--- config.mk ---
export PLATFORM = sky130hd
export DESIGN_NAME = cronometro_bcd
export DESIGN_NICKNAME = d
export VERILOG_FILES = /design/src/rtl/cronometro_bcd.sv
export SDC_FILE = /design/constraint.sdc
export NUM_CORES = 1
export LEC_CHECK = 0
export ABC_AREA = 1
export CORE_MARGIN = 5
export CORE_UTILIZATION = 61
export CTS_CLUSTER_DIAMETER = 120
export DETAILED_ROUTE_END_ITERATION = 16
export HOLD_SLACK_MARGIN = 0.1
export PLACE_DENSITY = 0.86
export SYNTH_ARGS = -nofsm -noshare
export SYNTH_HDL_FRONTEND = slang
export SYNTH_SLANG_ARGS = --single-unit
--- constraint.sdc ---
create_clock -name clk -period 3.8 [get_ports clk]
set_clock_uncertainty 0.2 [all_clocks]
set_input_delay 0.95 -clock clk [delete_from_list [all_inputs] [get_ports clk]]
set_output_delay 0.95 -clock clk [all_outputs]
set_load 0.01 [all_outputs]
--- src/rtl/cronometro_bcd.sv ---
// Purpose : mm:ss BCD stopwatch / countdown timer feeding the 4-digit display selector.
// Latency : digits step DIV cycles after RUN entry; fg/fin registered one edge after the causing input.
// Backpr. : none; buttons act immediately with priority rst > btn_clr > load > start/stop edge > tick.
//
// Ports:
//   clk, rst            rising-edge clock, synchronous active-high reset
//   btn_ss              start/stop level; only its rising edge acts
//   btn_clr             clear to 00:00 / IDLE while high
//   dir                 0 = count up, 1 = count down (sampled at each tick)
//   load, pre_*         load saturated preset digits (IDLE or PAUSE only)
//   uns/des/unm/dem     registered BCD digits (ss units, ss tens, mm units, mm tens)
//   fg                  1 while counting (RUN)
//   fin                 one-cycle pulse when a countdown expires
module cronometro_bcd #(
    parameter int CLK_HZ  = 50_000_000,
    parameter int TICK_HZ = 1
) (
    input  logic       clk,
    input  logic       rst,
    input  logic       btn_ss,
    input  logic       btn_clr,
    input  logic       dir,
    input  logic       load,
    input  logic [3:0] pre_uns,
    input  logic [3:0] pre_des,
    input  logic [3:0] pre_unm,
    input  logic [3:0] pre_dem,
    output logic [3:0] uns,
    output logic [3:0] des,
    output logic [3:0] unm,
    output logic [3:0] dem,
    output logic       fg,
    output logic       fin
);

    localparam int DIV = CLK_HZ / TICK_HZ;
    localparam int PW  = (DIV > 1) ? $clog2(DIV) : 1;
    localparam logic [PW-1:0] PRESC_LAST = PW'(DIV - 1);

    typedef enum logic [1:0] {
        ST_IDLE  = 2'd0,
        ST_RUN   = 2'd1,
        ST_PAUSE = 2'd2,
        ST_DONE  = 2'd3
    } state_t;

    state_t        state_q, state_d;
    logic [PW-1:0] presc_q, presc_d;
    logic [3:0]    uns_q, uns_d, des_q, des_d, unm_q, unm_d, dem_q, dem_d;
    logic          fg_q, fg_d, fin_q, fin_d;
    logic          btn_ss_q, btn_ss_d;

    logic ss_edge, tick, load_ok, is_zero, is_one;

    assign ss_edge = btn_ss & ~btn_ss_q;
    assign tick    = (state_q == ST_RUN) && (presc_q == PRESC_LAST);
    assign load_ok = load && ((state_q == ST_IDLE) || (state_q == ST_PAUSE));
    assign is_zero = (dem_q == 4'd0) && (unm_q == 4'd0) && (des_q == 4'd0) && (uns_q == 4'd0);
    assign is_one  = (dem_q == 4'd0) && (unm_q == 4'd0) && (des_q == 4'd0) && (uns_q == 4'd1);

    always_comb begin
        state_d  = state_q;
        presc_d  = presc_q;
        uns_d    = uns_q;
        des_d    = des_q;
        unm_d    = unm_q;
        dem_d    = dem_q;
        fin_d    = 1'b0;
        // Edge register always follows the button, so an edge swallowed by a
        // higher-priority action is not replayed on a later cycle.
        btn_ss_d = btn_ss;

        if (btn_clr) begin
            state_d = ST_IDLE;
            presc_d = '0;
            uns_d   = 4'd0;
            des_d   = 4'd0;
            unm_d   = 4'd0;
            dem_d   = 4'd0;
        end else if (load_ok) begin
            uns_d = (pre_uns > 4'd9) ? 4'd9 : pre_uns;
            des_d = (pre_des > 4'd5) ? 4'd5 : pre_des;
            unm_d = (pre_unm > 4'd9) ? 4'd9 : pre_unm;
            dem_d = (pre_dem > 4'd5) ? 4'd5 : pre_dem;
            if (state_q == ST_PAUSE) begin
                presc_d = '0;
            end
        end else if (ss_edge) begin
            case (state_q)
                ST_IDLE: begin
                    // A countdown from 00:00 has nothing to count; stay idle.
                    if (!(dir && is_zero)) begin
                        state_d = ST_RUN;
                        presc_d = '0;
                    end
                end
                ST_RUN:   state_d = ST_PAUSE;   // prescaler held: fraction kept
                ST_PAUSE: state_d = ST_RUN;
                default:  state_d = state_q;    // DONE ignores start/stop
            endcase
        end else if (state_q == ST_RUN) begin
            if (!tick) begin
                presc_d = presc_q + PW'(1);
            end else begin
                presc_d = '0;
                if (!dir) begin
                    if (uns_q != 4'd9) begin
                        uns_d = uns_q + 4'd1;
                    end else begin
                        uns_d = 4'd0;
                        if (des_q != 4'd5) begin
                            des_d = des_q + 4'd1;
                        end else begin
                            des_d = 4'd0;
                            if (unm_q != 4'd9) begin
                                unm_d = unm_q + 4'd1;
                            end else begin
                                unm_d = 4'd0;
                                dem_d = (dem_q != 4'd5) ? dem_q + 4'd1 : 4'd0;
                            end
                        end
                    end
                end else begin
                    // At 00:00 (dir flipped mid-run) the digits stay put.
                    if (!is_zero) begin
                        if (uns_q != 4'd0) begin
                            uns_d = uns_q - 4'd1;
                        end else begin
                            uns_d = 4'd9;
                            if (des_q != 4'd0) begin
                                des_d = des_q - 4'd1;
                            end else begin
                                des_d = 4'd5;
                                if (unm_q != 4'd0) begin
                                    unm_d = unm_q - 4'd1;
                                end else begin
                                    unm_d = 4'd9;
                                    dem_d = dem_q - 4'd1;
                                end
                            end
                        end
                    end
                    if (is_zero || is_one) begin
                        state_d = ST_DONE;
                        fin_d   = 1'b1;
                    end
                end
            end
        end

        fg_d = (state_d == ST_RUN);
    end

    always_ff @(posedge clk) begin
        if (rst) begin
            state_q  <= ST_IDLE;
            presc_q  <= '0;
            uns_q    <= 4'd0;
            des_q    <= 4'd0;
            unm_q    <= 4'd0;
            dem_q    <= 4'd0;
            fg_q     <= 1'b0;
            fin_q    <= 1'b0;
            // Resetting to 1 means a button held through reset does not start.
            btn_ss_q <= 1'b1;
        end else begin
            state_q  <= state_d;
            presc_q  <= presc_d;
            uns_q    <= uns_d;
            des_q    <= des_d;
            unm_q    <= unm_d;
            dem_q    <= dem_d;
            fg_q     <= fg_d;
            fin_q    <= fin_d;
            btn_ss_q <= btn_ss_d;
        end
    end

    assign uns = uns_q;
    assign des = des_q;
    assign unm = unm_q;
    assign dem = dem_q;
    assign fg  = fg_q;
    assign fin = fin_q;

endmodule

# Yosys cells after proc, flatten, opt, wreduce, memory -nomap -nowiden
# Index checks and enable logic that the tools add are counted.
dict set report totals {
  regBits 47
  latch_bits 0
  mem_bits_rw 0
  mem_bits_ro 0
  input_bits 22
  output_inout_bits 18
  wordCells 138
  memories 0
}
dict set report classes {
  add_sub_neg 9
  mul 0
  div_mod_pow 0
  order_cmp 4
  n_eq_ne 20
  shift 0
  muxes 64
  n_bitwise 5
  reduce_logical 27
}
# op count
set op_table {}
lappend op_table {{2-to-1 mux 4 bit} 47}
lappend op_table {{2-to-1 mux 26 bit} 7}
lappend op_table {{adder 26 x 1 -> 26 bit, second input constant} 1}
lappend op_table {{equality test 26 bit, second input constant} 1}
lappend op_table {{!= test 3 bit, second input constant} 8}
lappend op_table {{adder 4 x 1 -> 4 bit, second input constant} 4}
lappend op_table {{zero test 4 bit} 4}
lappend op_table {{2-to-1 mux 2 bit} 8}
lappend op_table {{subtractor 4 x 1 -> 4 bit, second input constant} 4}
lappend op_table {{nonzero test 4 bit} 3}
lappend op_table {{AND reduction 10 bit} 1}
lappend op_table {{> comparator 4 x 3 -> 1 bit, second input constant} 2}
lappend op_table {{> comparator 4 bit, second input constant} 2}
lappend op_table {{!= test 4 x 3 -> 1 bit, second input constant} 2}
lappend op_table {{!= test 4 bit, second input constant} 2}
lappend op_table {{AND reduction 4 bit} 2}
lappend op_table {{AND reduction 8 bit} 1}
lappend op_table {{logical AND 1 bit} 7}
lappend op_table {{OR reduction 7 bit} 1}
lappend op_table {{one-hot mux 2 bit (3 select lines)} 1}
lappend op_table {{AND reduction 6 bit} 1}
lappend op_table {{equality test 2 x 1 -> 1 bit, second input constant} 2}
lappend op_table {{equality test 4 x 1 -> 1 bit, second input constant} 1}
lappend op_table {{!= test 2 x 1 -> 1 bit, second input constant} 2}
lappend op_table {{10 further kinds} 15}

# Longest topological paths before layout
# Gate-level depths: netlist (run 1).
dict set report logic_depth {
  depth_word 13
  depth_mapped 13
}

# Worst setup path after synthesis (run 1)
# Ideal clock, no wire load.
dict set report synth_timing {
  kind {input to register}
  startpoint {input btn_ss}
  endpoint {register presc_q[1]}
  setup_time_ns 0.115
  t_arrival_ns 1.953
  t_required_ns 3.485
  path_slack_ns 1.533
  path_stages 10
  path_buffers 2
  cell_sequence {inv_1 -> nor2_1 -> inv_1 -> a31o_4 -> clkinv_2 -> nand2_4 -> buf_8 -> buf_12 -> o21ai_1 -> nor2_1}
}
dict set report synth_between {
  elab_chain_len 3
}
# item line_no
set synth_lines {}
lappend synth_lines {{start: declaration} 20} ;# input logic btn_ss,
lappend synth_lines {{bitwise AND 1 bit (*)} 55} ;# assign ss_edge = btn_ss & ~btn_ss_q;
lappend synth_lines {{!= test 3 bit (no source line), or another cell as far along} n/a}
lappend synth_lines {{AND reduction 4 bit (no source line) or 2-to-1 mux 26 bit (tied branches)} n/a}
lappend synth_lines {{end signal: assignment} 168} ;# presc_q <= presc_d;
lappend synth_lines {{end: declaration} 48} ;# logic [PW-1:0] presc_q, presc_d;
# Every way passes the cells marked *; elsewhere a longest branch is shown, timed or not.
# A chain may end at the register's enable or synchronous reset.

# Worst setup path after layout (run 1)
dict set report layout_timing {
  startpoint {input load}
  endpoint {register presc_q[11]}
}
dict set report layout_between {
  elab_chain_len 3
}
# item line_no
set layout_lines {}
lappend layout_lines {{start: declaration} 23} ;# input logic load,
lappend layout_lines {{logical AND 1 bit (*)} 57} ;# assign load_ok = load && ((state_q == ST_IDLE) || (state_q == ST_PAUSE));
lappend layout_lines {{!= test 3 bit (no source line), or another cell as far along} n/a}
lappend layout_lines {{AND reduction 4 bit (no source line)} n/a}
# Marks and branches as above.

==> results of run 1 <==
[report_power, final]
group	switching, mW	leakage [nW]	internal (mW)	total [mW]
registers	0.0147	0.380	0.503	0.517
clock network	0.176	0.0505	0.166	0.342
logic	0.158	1.17	0.0954	0.253
total	0.349	1.60	0.764	1.11
[critical path, cell delays in order]
cell,delay (ps)
clkdlybuf4s50_1,540
nand2_4,210
nor2_1,240
a31o_4,150
clkinv_2,130
nand2_4,250
nand2_1,110
nand2_2,240
inv_2,160
a21oi_1,140
[through the flow]
| stage | worst slack (ps) | instances |
|---|---|---|
| 3_5_place_dp | 448 | 656 |
| 2_1_floorplan | 1530 | 555 |
| 5_1_grt | 596 | 664 |
| 6_report | 722 | 664 |
| 3_3_place_gp | 553 | 656 |
| 4_1_cts | 767 | 664 |
[layer usage]
layer	vias up	track usage, %	part of all wire, %
met5	-	0	0
met4	0	5.90	0.62
met3	6	5.38	10
met2	227	40.2	44
met1	1675	36.7	45
li1	1863	-	-
[flip-flops by register name, indices dropped and copies added, names as in the netlist]
signal and flops:
fin 1, btn_ss_q 1, state_q 2, fg 1, unm 4, presc_q 26, dem 4, uns 4
des 4
[cell usage after synthesis, drive strengths merged (2+ instances only)]
cell type / count
nor2: 96
dfxtp: 47
o221ai: 2
ha: 6
clkbuf: 3
nand4: 17
nand2: 147
inv: 76
nor4: 3
nor3: 18
buf: 10
o21ai: 30
nand3: 45
xor2: 7
a21oi: 31
a31oi: 2
[cell type report]
class	instances	area (um^2)
multi-input cells	418	2190
fillers	491	1550
flip-flops and latches	47	941
repair buffers	42	413
inverters	77	290
clock buffers	7	96.3
well taps	72	90.1
clock inverters	1	7.51
[worst paths after layout]
| path | from | endpoint | slack (ps) | depth (start not counted) |
|---|---|---|---|---|
| worst max-delay path | load | presc_q[11] | 720 | 10 |
| worst min-delay path | presc_q[23] | presc_q[23] | 280 | 2 |
| worst max register to register | dem[0] | presc_q[11] | 1280 | 12 |
| worst min register to register | presc_q[23] | presc_q[23] | 280 | 2 |
[cell families (layout without fill, tap and decap cells)]
kind of cell,after synthesis,count (layout)
and+or+nand+nor,330,330
buffers and inverters,90,127
AOI/OAI and AO/OA,74,74
DFF,47,47
xor gates and xnor gates,8,8
adders and majority gates,6,6
==> impl_metrics.json, run 1 <==
{
  "cts_root_buf": "clkbuf_8",
  "hold_ws_ps": 280,
  "worst_slew_margin_rel_pct": 59.0,
  "synth_compound_gate_area_share_pct": 12.8,
  "leakage_nw": 1.60,
  "worst-path-max-fanout": 22,
  "grt_pass1_vias": 3416,
  "final_cell_mix": "134 x nand2_1, 82 x nor2_1, 67 x inv_1",
  "grt_max_degree": 23,
  "cp.arrival_ps": 3120,
  "drt_wl_total_um": 9360,
  "clock-sinks": 47,
  "dr.pass1.iters": 6,
  "drtIter0Drc": 364,
  "via_per_inst": 5.68,
  "fp.dieArea_um2": 7390,
  "setup_viol": 0,
  "netlist_instances": 555,
  "fin_total_pwr_mw": 1.11,
  "synth-edff-count": 0,
  "report.final.slew_viol_count": 0,
  "area_growth_pct": 14.3,
  "muxShareOfSynthArea_pct": 0,
  "drc": 0,
  "hold_class": "reg2reg",
  "die_h_um": 86.0,
  "end_kind": "register",
  "ys_ff_latch": 47,
  "grt.overflow.total": 0,
  "core_um2": 5570,
  "gp_congestion": 0.957,
  "syn_area_um2": 3520,
  "period_share_pct": 81.0,
  "layout-drive-gt1-share_pct": 10.6,
  "cts_buffer_depth": 2,
  "synthFlopType": "dfxtp_1",
  "fmaxAchievable_ghz": 0.325,
  "start_util_pct": 63.2,
  "synthTopCellsByArea": "dfxtp_1 27%, nand2_1 14%, nor2_1 8.7%",
  "synth.avg_cell_area_um2": 6.35,
  "fin_util_pct": 72.2,
  "ys_types": 48,
  "cts-hold-fix-buffers": 0,
  "worst_setup_path_start_kind": "input port",
  "peakVddDrop_v": 0.000249,
  "finalSetupTns_ps": 0,
  "post-cts-setup-buffers": 0,
  "grt.total_usage_pct": 25.9,
  "synth_top_family_by_area": "simple AND/OR/NAND/NOR gates",
  "grt_pass1_wl_um": 15600,
  "htreeDepth": 2,
  "cts_made_buffers": 5,
  "crit_required_ps": 3850,
  "n_antenna_cell": 0,
  "ant_nets": 0,
  "placed_cell_area_um2": 3920,
  "drv_cap": 0,
  "pwr_density_cell_nw_per_um2": 276,
  "synth_top_cell_by_area": "dfxtp_1",
  "portBuffers": 39,
  "yosysWarningCount": 0,
  "synthAdderAreaFrac_pct": 2.13,
  "insertion_delay_ps": 310,
  "rows": 27,
  "clk_pin_slew_worst_paths_ps": 90,
  "ys_seq_area_share_pct": 26.7,
  "cts_resized": 0,
  "design_area_um2": 4030,
  "wire_per_inst_um": 14.1,
  "syn-num-nets": 583,
  "final_common_cell": "nand2_1",
  "dr_total_vias": 3771,
  "outcome": "finished clean",
  "rsz0062_at_grt": "false",
  "grt_antenna_before_repair": 0,
  "io_pins": 40,
  "yosys.area_share.simple_pct": 45.2,
  "hold_viol": 0,
  "synth_top_area_share_pct": 26.7,
  "hpwlAfterDp_um": 7090,
  "synth-xor-area-share_pct": 1.99,
  "async_flop_share_pct": 0,
  "cts_tree": "done",
  "die_w_um": 86.0,
  "fin_nets": 619,
  "period_minus_slack_ps": 3080,
  "crit_type": "in2reg",
  "worst_pin_slew_ps": 613
}
Power figures use the tool's default switching activity.
==> run 2, diff against run 1 <==
--- a/config.mk
+++ b/config.mk
@@ -7,11 +7,11 @@
 export LEC_CHECK = 0
 export ABC_AREA = 1
 export CORE_MARGIN = 5
-export CORE_UTILIZATION = 61
+export CORE_UTILIZATION = 57
 export CTS_CLUSTER_DIAMETER = 120
 export DETAILED_ROUTE_END_ITERATION = 16
 export HOLD_SLACK_MARGIN = 0.1
-export PLACE_DENSITY = 0.86
+export PLACE_DENSITY = 0.81
 export SYNTH_ARGS = -nofsm -noshare
 export SYNTH_HDL_FRONTEND = slang
 export SYNTH_SLANG_ARGS = --single-unit
==> constraint.sdc (replaced) <==
create_clock -name clk -period 3.1 [get_ports clk]
set_clock_uncertainty 0.2 [all_clocks]
set_input_delay 0.775 -clock clk [delete_from_list [all_inputs] [get_ports clk]]
set_output_delay 0.775 -clock clk [all_outputs]
set_load 0.01 [all_outputs]
==> run 2 against run 1 <==
Via count is 0.11% higher. Cell count is 1.4% higher. Die area is 6.2% higher.
==> impl_metrics.json, run 2 (synthesis results as in run 1) <==
{
  "clock-sinks": 47,
  "wire_per_inst_um": 14.0,
  "io_pins": 40,
  "fin_util_pct": 68.8,
  "rsz0062_at_grt": "false",
  "intPower_mw": 0.988,
  "core_um2": 5960,
  "start_util_pct": 59.1,
  "p_comb_share_pct": 22.5,
  "cts-hold-fix-buffers": 0,
  "top_register": "presc_q",
  "cts_made_buffers": 5,
  "layout-drive-gt1-share_pct": 11.5,
  "n_antenna_cell": 0,
  "post-cts-setup-buffers": 0,
  "period_minus_slack_ps": 2570,
  "rr_endpoint": "presc_q[22]",
  "grt.overflow.total": 0,
  "pwr_density_cell_nw_per_um2": 349,
  "htreeDepth": 2,
  "hold_end": "presc_q[23]",
  "hold_viol": 0,
  "fin_total_pwr_mw": 1.43,
  "power_frac_seq_pct": 44.3,
  "worstHoldStart": "presc_q[23]",
  "worst_setup_path_start_kind": "input port",
  "setup_viol": 0,
  "dp_cells": 665,
  "r2r_slack_ps": 740,
  "m1WireLength_um": 4240,
  "fillers": 544,
  "fin_nets": 625,
  "worst_pin_slew_ps": 630,
  "cts_tree": "done",
  "drt_wl_total_um": 9410,
  "cp.arrival_ps": 2560,
  "fin_ws_ps": 534,
  "p_clk_share_pct": 33.2,
  "fp.dieArea_um2": 7850,
  "hold_class": "reg2reg",
  "dr.pass1.iters": 5,
  "area_growth_pct": 16.4,
  "hold_depth": 2,
  "grt.total_usage_pct": 25.1,
  "ant_nets": 0,
  "crit_type": "in2reg",
  "p_sw_mw": 0.442,
  "report.final.slew_viol_count": 0,
  "instances_no_fill": 673,
  "insertion_delay_ps": 310,
  "reg2regPathDepth": 11,
  "final_cell_mix": "134 x nand2_1, 82 x nor2_1, 67 x inv_1",
  "largest_reg_flops": 26,
  "outcome": "finished clean",
  "grt_max_degree": 23,
  "crit_required_ps": 3100,
  "placed_cell_area_um2": 3980,
  "seq_area_um2": 941,
  "end_kind": "register",
  "cts_root_buf": "clkbuf_8",
  "fmaxAchievable_ghz": 0.390,
  "design_area_um2": 4100,
  "grt_pass1_vias": 3511,
  "rows": 28,
  "multiInputGateArea_um2": 2190,
  "period_share_pct": 82.8,
  "worst-path-max-fanout": 12,
  "die_w_um": 88.6,
  "swShare_pct": 30.9,
  "r2r-start": "presc_q[0]",
  "highest_layer": "met4",
  "portBuffers": 39,
  "hold_ws_ps": 284,
  "hpwlAfterDp_um": 7180,
  "die_h_um": 88.6,
  "leakage_nw": 1.64,
  "cts_buffer_depth": 2,
  "wl_met2_um": 4290,
  "worst_slew_margin_rel_pct": 57.6,
  "clk_pin_slew_worst_paths_ps": 90,
  "via_per_inst": 5.61,
  "met3_length_um": 792,
  "cts_resized": 0,
  "drtIter0Drc": 296,
  "grt_antenna_before_repair": 0,
  "final_common_cell": "nand2_1",
  "peakVddDrop_v": 0.000217,
  "dr_total_vias": 3775,
  "drc": 0,
  "gp_congestion": 0.973,
  "grt_pass1_wl_um": 15800,
  "post-place-ws_ps": 236,
  "finalSetupTns_ps": 0,
  "drv_cap": 0
}
run 2: how the worst max path moves through the flow:
stage / from / end / slack, ps / cells after the start
floorplan: btn_ss / presc_q[1] / 1010 / 10
global placement: btn_ss / presc_q[14] / 300 / 11
detailed placement: btn_ss / presc_q[7] / 240 / 11
CTS: btn_ss / presc_q[12] / 570 / 11
global route: btn_ss / presc_q[7] / 390 / 11
finish: btn_ss / presc_q[12] / 530 / 11
run 2: routing by layer:
metal	GRT usage [%]	up-vias
met5	0	-
met4	7.28	0
met3	4.19	10
met2	39.4	180
met1	35.5	1711
li1	-	1874
run 2: cell type report:
cell class              instances  share of cell area [%]
clock buffers                   5                    1.68
clock inverters                 3                    1.16
inverters                      77                    7.08
multi-input cells             418                    53.4
flip-flops and latches         47                    23.0
well taps                      75                    2.29
repair buffers                 48                    11.5
run 2: worst max-delay path, stage by stage:
cell             delay [ps]
clkdlybuf4s50_1         480
inv_1                    40
nor2_1                  130
inv_1                   160
a31o_4                  270
clkinv_2                120
nand2_4                  80
nand2_1                  70
nand2_2                 160
inv_2                   200
a21oi_1                  60
run 2: power by group through the flow:
stage          clock [mW]  combinational [mW]  sequential [mW]
2_1_floorplan           0               0.219            0.648
5_1_grt             0.510               0.352            0.636
3_5_place_dp            0               0.317            0.647
4_1_cts             0.483               0.319            0.633
3_3_place_gp            0               0.309            0.647
6_report            0.475               0.321            0.634
==> run 3, diff against run 2 <==
==> constraint.sdc (replaced) <==
create_clock -name clk -period 2.4 [get_ports clk]
set_clock_uncertainty 0.2 [all_clocks]
set_input_delay 0.6 -clock clk [delete_from_list [all_inputs] [get_ports clk]]
set_output_delay 0.6 -clock clk [all_outputs]
set_load 0.01 [all_outputs]
==> run 3 against run 2 <==
Clock power up 25%. Clock-buffer cell count unchanged. Via count up 2.2%. Largest power group unchanged.
==> impl_metrics.json, run 3 (synthesis results as in run 1) <==
{
  "clock-sinks": 47,
  "largest_reg_flops": 26,
  "fp.dieArea_um2": 7850,
  "top_register": "presc_q",
  "end_kind": "register",
  "cts_root_buf": "clkbuf_8",
  "fin_util_pct": 72.8,
  "hold_depth": 2,
  "cp.arrival_ps": 2280,
  "area_growth_pct": 23.1,
  "rsz0062_at_grt": "false",
  "worst_setup_path_start_kind": "input port",
  "cts_buffer_depth": 2,
  "design_area_um2": 4330,
  "final_common_cell": "nand2_1",
  "dr.pass1.iters": 7,
  "cts_tree": "done",
  "clk_pin_slew_worst_paths_ps": 100,
  "die_w_um": 88.6,
  "ant_nets": 0,
  "insertion_delay_ps": 310,
  "core_um2": 5960,
  "die_h_um": 88.6,
  "rows": 28,
  "report.final.slew_viol_count": 0,
  "n_antenna_cell": 0,
  "worst-path-max-fanout": 5,
  "placed_cell_area_um2": 4210,
  "gp_congestion": 0.918,
  "reg2regPathDepth": 9,
  "fin_nets": 655,
  "start_util_pct": 59.1,
  "io_pins": 40,
  "peakVddDrop_v": 0.000322,
  "portBuffers": 39,
  "drtIter0Drc": 280,
  "grt_pass1_vias": 3601,
  "period_share_pct": 95.1,
  "layout-drive-gt1-share_pct": 15.9,
  "cts-hold-fix-buffers": 0,
  "grt_antenna_before_repair": 0,
  "leakage_nw": 1.78,
  "via_per_inst": 5.50,
  "grt_pass1_wl_um": 16100,
  "r2r_slack_ps": 290,
  "crit_required_ps": 2400,
  "dr_total_vias": 3858,
  "slowest_delay_ps": 540,
  "drt_wl_total_um": 9540,
  "drc": 0,
  "final_cell_mix": "134 x nand2_1, 82 x nor2_1, 67 x inv_1",
  "fmaxAchievable_ghz": 0.438,
  "worst_pin_slew_ps": 569,
  "hold_class": "reg2reg",
  "crit_type": "in2reg",
  "hold_viol": 0,
  "period_minus_slack_ps": 2280,
  "worst_slew_margin_rel_pct": 61.7,
  "setup_viol": 0,
  "rr_endpoint": "des[2]",
  "worstHoldStart": "presc_q[23]",
  "r2r-start": "presc_q[20]",
  "slowest_stage": "clkdlybuf4s50_1",
  "crit_chain": "clkdlybuf4s50_1 -> inv_2 -> nor2_4 -> buf_4 -> nor2_4 -> inv_1 -> nand2_1 -> a21oi_4 -> nand2_1 -> nor3_1 -> nor2_1",
  "pwr_density_cell_nw_per_um2": 434,
  "hold_end": "presc_q[23]",
  "cts_made_buffers": 5,
  "outcome": "finished clean",
  "grt.total_usage_pct": 25.8,
  "grt.overflow.total": 0,
  "startpoint": "load",
  "wire_per_inst_um": 13.6,
  "grt_max_degree": 23,
  "hpwlAfterDp_um": 7280,
  "htreeDepth": 2,
  "drv_cap": 0
}
run 3: changes by cell type in the layout (fill, tap and decap cells not counted):
cell / delta
o21ai_1: -2
clkinvlp_4: +1
inv_6: -1
o21ai_2: +2
buf_4: +29
buf_12: +1
clkinv_4: -1
run 3: where the power goes:
part	switching (mW)	internal [mW]	total [mW]
clock network	0.287	0.305	0.592
registers	0.0224	0.796	0.818
logic	0.265	0.204	0.469
total	0.575	1.31	1.88
run 3: per-stage QoR:
stage,hold WS (ps),TNS (ps),setup slack (ps),power [mW],std cells
final,298,0,117,1.88,702
after global routing,340,0,9.88,1.97,702
after CTS,308,0,157,1.88,700
after detailed placement,285,-4800,-156,1.29,693
after global placement,249,-2200,-103,1.28,693
after floorplan,237,0,459,1.12,555
run 3: timing repair:
| action | CTS | global route |
|---|---|---|
| resized for setup | 0 | 2 |
| endpoints found under the setup margin | 0 | 3 |
| setup buffers | 0 | 2 |
run 3: per-layer routing:
metal	GRT usage, %	wire (um)	part of all wire, %	vias up
li1	-	-	-	1934
met3	5.21	863	9.0	18
met2	40.4	4160	44	176
met5	0	0	0	-
met1	36.3	4370	46	1730
met4	6.59	145	1.5	0
run 3: worst max-delay path by stage:
stage / end / depth (start not counted)
6_report: des[2] / 11
5_1_grt: des[2] / 11
4_1_cts: dem[3] / 10
3_5_place_dp: dem[3] / 10
3_3_place_gp: dem[3] / 10
2_1_floorplan: presc_q[1] / 12
run 3: final cells by class:
cell class              count  area (um^2)
fillers                   499         1620
flip-flops and latches     47          941
inverters                  77          290
multi-input cells         418         2190
clock inverters             2         37.5
repair buffers             78          708
well taps                  75         93.8
clock buffers               5         68.8
run 3: worst max-delay path: cells and delay by family:
kind	cells	cell delay [ps]
AO/OA/AOI/OAI	1	190
buffers and inverters	4	800
AND/OR/NAND/NOR	6	700
